File: config.mk
export PLATFORM = sky130hd
export DESIGN_NAME = parity_arb_ctrl
export DESIGN_NICKNAME = d
export VERILOG_FILES = /design/src/rtl/parity_pkg.sv /design/src/rtl/even_parity_unit.sv /design/src/rtl/parity_arb_ctrl.sv
export SDC_FILE = /design/constraint.sdc
export NUM_CORES = 1
export LEC_CHECK = 0
export ABC_AREA = 1
export BUFFER_PORTS_ARGS = -buffer_cell sky130_fd_sc_hd__buf_2
export CORE_ASPECT_RATIO = 2
export CORE_MARGIN = 4
export CORE_UTILIZATION = 50
export DETAILED_ROUTE_END_ITERATION = 6
export GPL_ROUTABILITY_DRIVEN = 1
export GPL_TIMING_DRIVEN = 0
export PLACE_DENSITY = 0.77
export SETUP_SLACK_MARGIN = 0.02
export SLEW_MARGIN = 5
export SYNTH_ARGS = -nofsm -noshare
export SYNTH_HDL_FRONTEND = slang
export SYNTH_SLANG_ARGS = --single-unit
File: constraint.sdc
create_clock -name clk -period 1.75 [get_ports clk]
set_input_delay 0.175 -clock clk [delete_from_list [all_inputs] [get_ports clk]]
set_output_delay 0.175 -clock clk [all_outputs]
set_load 0.05 [all_outputs]
File: src/rtl/parity_pkg.sv
// Shared types and constants for the parity request arbiter.
// Holds the FSM encoding, source ids and the round-robin pick helper.
package parity_pkg;

    typedef enum logic [1:0] {
        StIdle = 2'd0,
        StCalc = 2'd1,
        StResp = 2'd2
    } state_t;

    localparam logic SRC_A = 1'b0;
    localparam logic SRC_B = 1'b1;

    // When both requesters are valid the one not granted last time wins.
    function automatic logic rr_pick(input logic a_v, input logic b_v, input logic last_src);
        if (a_v && b_v) begin
            return ~last_src;
        end
        return b_v ? SRC_B : SRC_A;
    endfunction

endpackage

File: src/rtl/even_parity_unit.sv
// Combinational even-parity generator: XOR-reduce of the data word.
module even_parity_unit #(
    parameter int unsigned DATA_W = 8
) (
    input  logic [DATA_W-1:0] data,
    output logic              par
);

    assign par = ^data;

endmodule

File: src/rtl/parity_arb_ctrl.sv
// Two-requester round-robin front end for a shared even-parity unit.
// A asks for parity generation, B asks for a parity check; one request in flight at a time.
module parity_arb_ctrl
    import parity_pkg::*;
#(
    parameter int unsigned DATA_W = 8,
    parameter int unsigned CNT_W  = 8
) (
    input  logic              clk,
    input  logic              rst,
    input  logic              a_valid,
    input  logic [DATA_W-1:0] a_data,
    output logic              a_ready,
    input  logic              b_valid,
    input  logic [DATA_W-1:0] b_data,
    input  logic              b_par,
    output logic              b_ready,
    output logic              out_valid,
    output logic              out_src,
    output logic [DATA_W-1:0] out_data,
    output logic              out_par,
    output logic              out_err,
    input  logic              out_ready,
    input  logic              err_clr,
    output logic [CNT_W-1:0]  err_cnt
);

    localparam logic [CNT_W-1:0] CntOne = CNT_W'(1);
    localparam logic [CNT_W-1:0] CntMax = '1;

    state_t            state_q;
    logic              last_src_q;
    logic              cap_src_q;
    logic [DATA_W-1:0] cap_data_q;
    logic              cap_par_q;

    logic              grant_src;
    logic              idle;
    logic              hs;
    logic              calc_par;
    logic              resp_acc;

    even_parity_unit #(
        .DATA_W(DATA_W)
    ) u_par (
        .data(cap_data_q),
        .par (calc_par)
    );

    assign idle      = (state_q == StIdle);
    assign grant_src = rr_pick(a_valid, b_valid, last_src_q);

    // Ready is gated by rst so no handshake can be seen while reset is held.
    always_comb begin
        a_ready = 1'b0;
        b_ready = 1'b0;
        if (idle && !rst) begin
            a_ready = a_valid && (grant_src == SRC_A);
            b_ready = b_valid && (grant_src == SRC_B);
        end
    end

    assign hs       = (a_valid && a_ready) || (b_valid && b_ready);
    assign resp_acc = out_valid && out_ready;

    always_ff @(posedge clk or posedge rst) begin
        if (rst) begin
            state_q    <= StIdle;
            last_src_q <= SRC_B;
            cap_src_q  <= SRC_A;
            cap_data_q <= '0;
            cap_par_q  <= 1'b0;
            out_valid  <= 1'b0;
            out_src    <= SRC_A;
            out_data   <= '0;
            out_par    <= 1'b0;
            out_err    <= 1'b0;
        end else begin
            unique case (state_q)
                StIdle: begin
                    if (hs) begin
                        cap_src_q  <= grant_src;
                        cap_data_q <= (grant_src == SRC_B) ? b_data : a_data;
                        cap_par_q  <= (grant_src == SRC_B) ? b_par : 1'b0;
                        last_src_q <= grant_src;
                        state_q    <= StCalc;
                    end
                end
                StCalc: begin
                    out_valid <= 1'b1;
                    out_src   <= cap_src_q;
                    out_data  <= cap_data_q;
                    out_par   <= calc_par;
                    out_err   <= (cap_src_q == SRC_B) && (calc_par != cap_par_q);
                    state_q   <= StResp;
                end
                StResp: begin
                    if (out_ready) begin
                        out_valid <= 1'b0;
                        state_q   <= StIdle;
                    end
                end
                default: begin
                    out_valid <= 1'b0;
                    state_q   <= StIdle;
                end
            endcase
        end
    end

    // Clear wins over a same-cycle erroring accept; the count sticks at all ones.
    always_ff @(posedge clk or posedge rst) begin
        if (rst) begin
            err_cnt <= '0;
        end else if (err_clr) begin
            err_cnt <= '0;
        end else if (resp_acc && out_err && (err_cnt != CntMax)) begin
            err_cnt <= err_cnt + CntOne;
        end
    end

endmodule

After elaboration in Yosys (flattened, before gate mapping)
Cells that the tools add are included.

storage, ports and cells
  register bits = 33
  bits of input ports = 23
  output and inout port bits = 22
  logic and storage cells = 54

cells by class
  add/subtract/negate cells = 1
  eq/ne operators = 6
  multiplexer cells = 15
  bitwise logic cells = 3
  reductions and logical operators = 18

operators with widths
  operator                                              count
  two-way mux 8 bit                                     3
  logical AND 1 bit                                     10
  adder 8 x 1 -> 8 bit (second input constant)          1
  two-way mux 1 bit                                     8
  != test 8 bit (second input constant)                 1
  parity 8 bit                                          1
  case mux 2 bit (3 select lines)                       1
  AND reduction 2 bit                                   3
  two-way mux 2 bit                                     2
  NOT 1 bit                                             3
  case mux 1 bit (3 select lines)                       1
  equality test 2 x 1 -> 1 bit (second input constant)  1
  equality test 2 bit (second input constant)           1
  zero test 2 bit                                       1
  != test 2 x 1 -> 1 bit (second input constant)        1
  != test 2 bit (second input constant)                 1
  nonzero test 2 bit                                    1
  zero test 1 bit                                       1
  logical OR 1 bit                                      1
  != test 1 bit                                         1

Depth between registers and ports, before layout
  word-level depth = 10
  depth in mapped cells = 10
  gate-level depth less buffers = 10

Modules after synthesis
From an unflattened synthesis, not the netlist that was laid out.

second synthesis, totals
  cell total of the unflattened synthesis = 242
  area total of the unflattened synthesis = 1798.0 um^2

by module, submodules not included
  module            instances  cells an instance  area an instance (um^2)  seq. area each (um^2)
  parity_arb_ctrl   1          195                1621.6                   827.0
  even_parity_unit  1          47                 176.4                    0.0

Worst setup path before layout
No wires, ideal clock.

  path kind = reg2reg
  from = reg err_cnt[0]
  to = reg err_cnt[0]
  library setup time = 150 ps
  arrival = 1627 ps
  data required time = 1600 ps
  slack = -27 ps
  cell stages (with the launch flop) = 9
  buffers on the path = 0
  clock period less this slack = 1777 ps
  cells stage by stage = dfrtp_1 -> ha_1 -> nand2_2 -> nor2_2 -> nand3_2 -> nand2_4 -> inv_4 -> o21ai_0 -> a21oi_1

on the way
  word-level cells in the longest chain between the ends = 3
  elaborated cells between the ends (all ways) = 6
  those cells by class = add/sub (1); eq/ne (1); mux (2); reduce/logical (2)

ends and longest elaborated chain
  what                                                     RTL line                                        RTL
  from (decl)                                              parity_arb_ctrl.sv:25                           output logic [CNT_W-1:0] err_cnt
  from (signal assigned)                                   parity_arb_ctrl.sv:118                          err_cnt <= err_cnt + CntOne;
  adder 8 x 1 -> 8 bit or != test 8 bit (tied branches)    parity_arb_ctrl.sv:118, parity_arb_ctrl.sv:117
  two-way mux 8 bit or logical AND 1 bit (tied branches)   parity_arb_ctrl.sv:117                          end else if (resp_acc && out_err && (err_cnt != CntMax)) begin
  two-way mux 8 bit or nonzero test 2 bit (tied branches)  -

Parallel ways exist; a longest one is shown, timed or not. The select of a mux whose other input is x is not followed.
A chain may end at the register's enable or synchronous reset.

Worst setup path after layout
  from = reg state_q[0]
  to = out a_ready

on the way
  word-level cells in the longest chain between the ends = 3

ends and longest elaborated chain
  what                    RTL line               RTL
  from (decl)             parity_arb_ctrl.sv:31  state_t state_q;
  from (signal assigned)  parity_arb_ctrl.sv:68  state_q <= StIdle;
  from (signal assigned)  parity_arb_ctrl.sv:86  state_q <= StCalc;
  from (signal assigned)  parity_arb_ctrl.sv:95  state_q <= StResp;
  zero test 2 bit         parity_arb_ctrl.sv:50  assign idle = (state_q == StIdle);
  logical AND 1 bit       parity_arb_ctrl.sv:57  if (idle && !rst) begin
  two-way mux 1 bit       parity_arb_ctrl.sv:57
  to (decl)               parity_arb_ctrl.sv:13  output logic a_ready,

No other way between the ends.

==> results.cfg <==
[synthesis]
syn_avg_cell_area_um2 = 7.776
synth_compound_area_frac = 0.09323
syn_nets = 238
ys_seq_elements = 33
synth_cells = 214
synthAdderAreaFrac = 0.007519
synth_xor_area_frac = 0.02105
synth_top_family_by_area = simple AND/OR/NAND/NOR gates
yosys_warnings = 0
yosys.cell_types.count = 28
yosysSeqAreaShare = 0.4970
yosys.area_share.simple = 0.3053
synthMuxAreaShare = 0
synthesis.area_um2 = 1664

[floorplan]
fp-row-count = 29
io_pins = 45
die_h_um = 89.59
start_util = 0.5212
die_area_um2 = 4371
dieWidth_um = 48.80
core_um2 = 3193

[power]
p_leak_nw = 1.159
netSwitchingFraction = 0.4489
p_clk_frac = 0.197
combinationalPowerShare = 0.458
ir_drop_mv = 1.028
switchingPower_mw = 1.644
p_total_mw = 3.661
p_int_mw = 2.018
p_seq_frac = 0.345
power_density_nw_per_um2 = 1772

[placed_design]
dp_hpwl_um = 2641
place_congestion = 0.7518
portBuffers = 44
placed_area_um2 = 1926

[worst_setup_path]
r2r_cells = 8
worstSetupPathType = reg -> out
worstPathRequired_ns = 1.57
end_kind = output port
reg2reg_to = err_cnt[0]$_DFFE_PP0P_
cp_top_family = simple AND/OR/NAND/NOR gates
start_kind = register
critical_path_buf_inv_count = 1
cpPeakStageDelay_ns = 0.42
crit_chain = nor3_2 > nand2_1 > nor2_2 > buf_6
reg2reg_from = err_cnt[0]$_DFFE_PP0P_
critPathMaxFanout = 4
cp.arrival_ns = 1.47
r2r_setup_slack_ns = 0.28
cp_slowest_cell = dfrtp_1

[timing]
tns_ns = 0
clock.fmax_mhz = 606.8
hold_viol_final = 0
setup_violations = 0
rsz0062_at_grt = no
clock-skew-final_ns = 0.002271
post-route-period-util = 0.9418
whs_ns = 0.001200
slew_violations = 0
period_minus_slack_ns = 1.648
timing.slew.headroom = 0.5591
worst_slew_pin_slew_ns = 0.6604

[outcome]
status = complete, no violations

[cells_and_area]
antenna_cells = 0
fin_nets = 290
drive_above_1_share = 0.2659
synthToLayoutAreaGrowth_pct = 24.14
final_area_um2 = 2066
final_util = 0.6469
n_fill_cell = 306
final_common_cell = nand2_1
layout.cells.most_common_list = nand2_1, buf_2, dfrtp_1

[clock_network]
cts-root-buf = clkbuf_8
clkLatencyLatePin_ns = 0.28
h-tree-depth = 2
clkSlewWorstSetupHoldPaths_ns = 0.06
cts_buffer_depth = 2
holdBufCountCts = 0
cts_buffers = 5
clock-sinks = 33
cts_tree = yes

[detailed_routing]
routed_wl_um = 3337
vias = 1498
firstDrtPassIters = 4
wire_per_inst_um = 11.20
drc = 0
vias_per_cell = 5.027
drtAntennaViolNets = 0
drtIter0Drc = 21

[min_path]
min_path_type = in -> async

[global_route]
grt_pass1_wl_um = 5802
antenna_found_initial = 0
grt_use_total = 0.1714
grt_start_max_net_pins = 34
grt_pass1_vias = 1403
grt_overflow = 0

[job]
maxCapViolations = 0
## metal layers
metal | GRT usage | routed length [um]
met3 | 0.04463 | 187
met2 | 0.3369 | 1918
met1 | 0.1565 | 1153
met4 | 0.08824 | 78
met5 | 0 | 0
## registers in the layout, summed over array words and instances, names as in the netlist
signal	cells
cap_data_q	8
cap_par_q	1
cap_src_q	1
err_cnt	8
last_src_q	1
out_data	8
out_err	1
out_par	1
out_src	1
out_valid	1
state_q	2
## kinds of logic after synthesis
kind of cell / after synthesis
AND/OR/NAND/NOR: 118
adder cells (fa/ha/maj): 1
XOR/XNOR: 4
flip-flops: 33
buffers and inverters: 30
AO/OA/AOI/OAI: 28
## Yosys cell counts, drive strengths merged
cell	number	area, um^2
clkbuf	1	3.750
o31ai	1	7.510
nand3	12	65.06
nor3	2	15.01
ha	1	12.51
clkinv	1	3.750
buf	2	16.26
or2	2	12.51
a21oi	3	15.01
xor2	3	26.28
inv	26	102.6
o21ai	14	70.06
xnor2	1	8.760
nand4	3	18.77
dfrtp	32	800.8
nand2	77	311.5
dfstp	1	26.28
o22ai	1	6.260
nor2	22	85.09
a31oi	9	56.30
## worst max path at each step
stage / from / to / slack [ns] / cells after the start
after floorplan: last_src_q$_DFFE_PP1P_ / cap_src_q$_DFFE_PP0P_ / 0.05 / 5
after global placement: err_cnt[0]$_DFFE_PP0P_ / err_cnt[0]$_DFFE_PP0P_ / 0.28 / 8
after detailed placement: err_cnt[0]$_DFFE_PP0P_ / err_cnt[0]$_DFFE_PP0P_ / 0.27 / 8
after CTS: last_src_q$_DFFE_PP1P_ / b_ready / 0.05 / 6
after global routing: state_q[1]$_DFFE_PP0P_ / a_ready / 0.03 / 4
final: state_q[0]$_DFFE_PP0P_ / a_ready / 0.10 / 4
## power by group through the flow
| stage | clock [mW] | combinational, mW | sequential, mW |
|---|---|---|---|
| floorplan | 0 | 0.843 | 1.73 |
| global placement | 0 | 1.64 | 1.26 |
| detailed placement | 0 | 1.67 | 1.28 |
| CTS | 0.742 | 1.69 | 1.27 |
| global route | 0.780 | 1.89 | 1.31 |
| finish | 0.720 | 1.68 | 1.26 |
## cell type report
type | instances | area [um^2] | share of cell area
plain buffers | 3 | 20.02 | 0.009691
inverters | 27 | 106.4 | 0.05148
clock inverters | 1 | 30.03 | 0.01454
clock buffers | 7 | 86.33 | 0.04179
flip-flops and latches | 33 | 829.5 | 0.4016
multi-input cells | 151 | 718.2 | 0.3477
well taps | 31 | 38.79 | 0.01878
repair buffers | 45 | 236.5 | 0.1145
## through the flow
stage / cells / setup WS, ns
after floorplan: 214 / 0.05250
after global placement: 289 / 0.2755
after detailed placement: 289 / 0.2714
after CTS: 297 / 0.04964
after global routing: 298 / 0.02776
final: 298 / 0.1019
## repair_timing
item                       CTS  global route
cloned                       0             0
resized for setup            2             4
setup buffers                0             1
setup endpoints to repair    2             2
pin swaps                    0             1
Power figures use the tool's default switching activity.
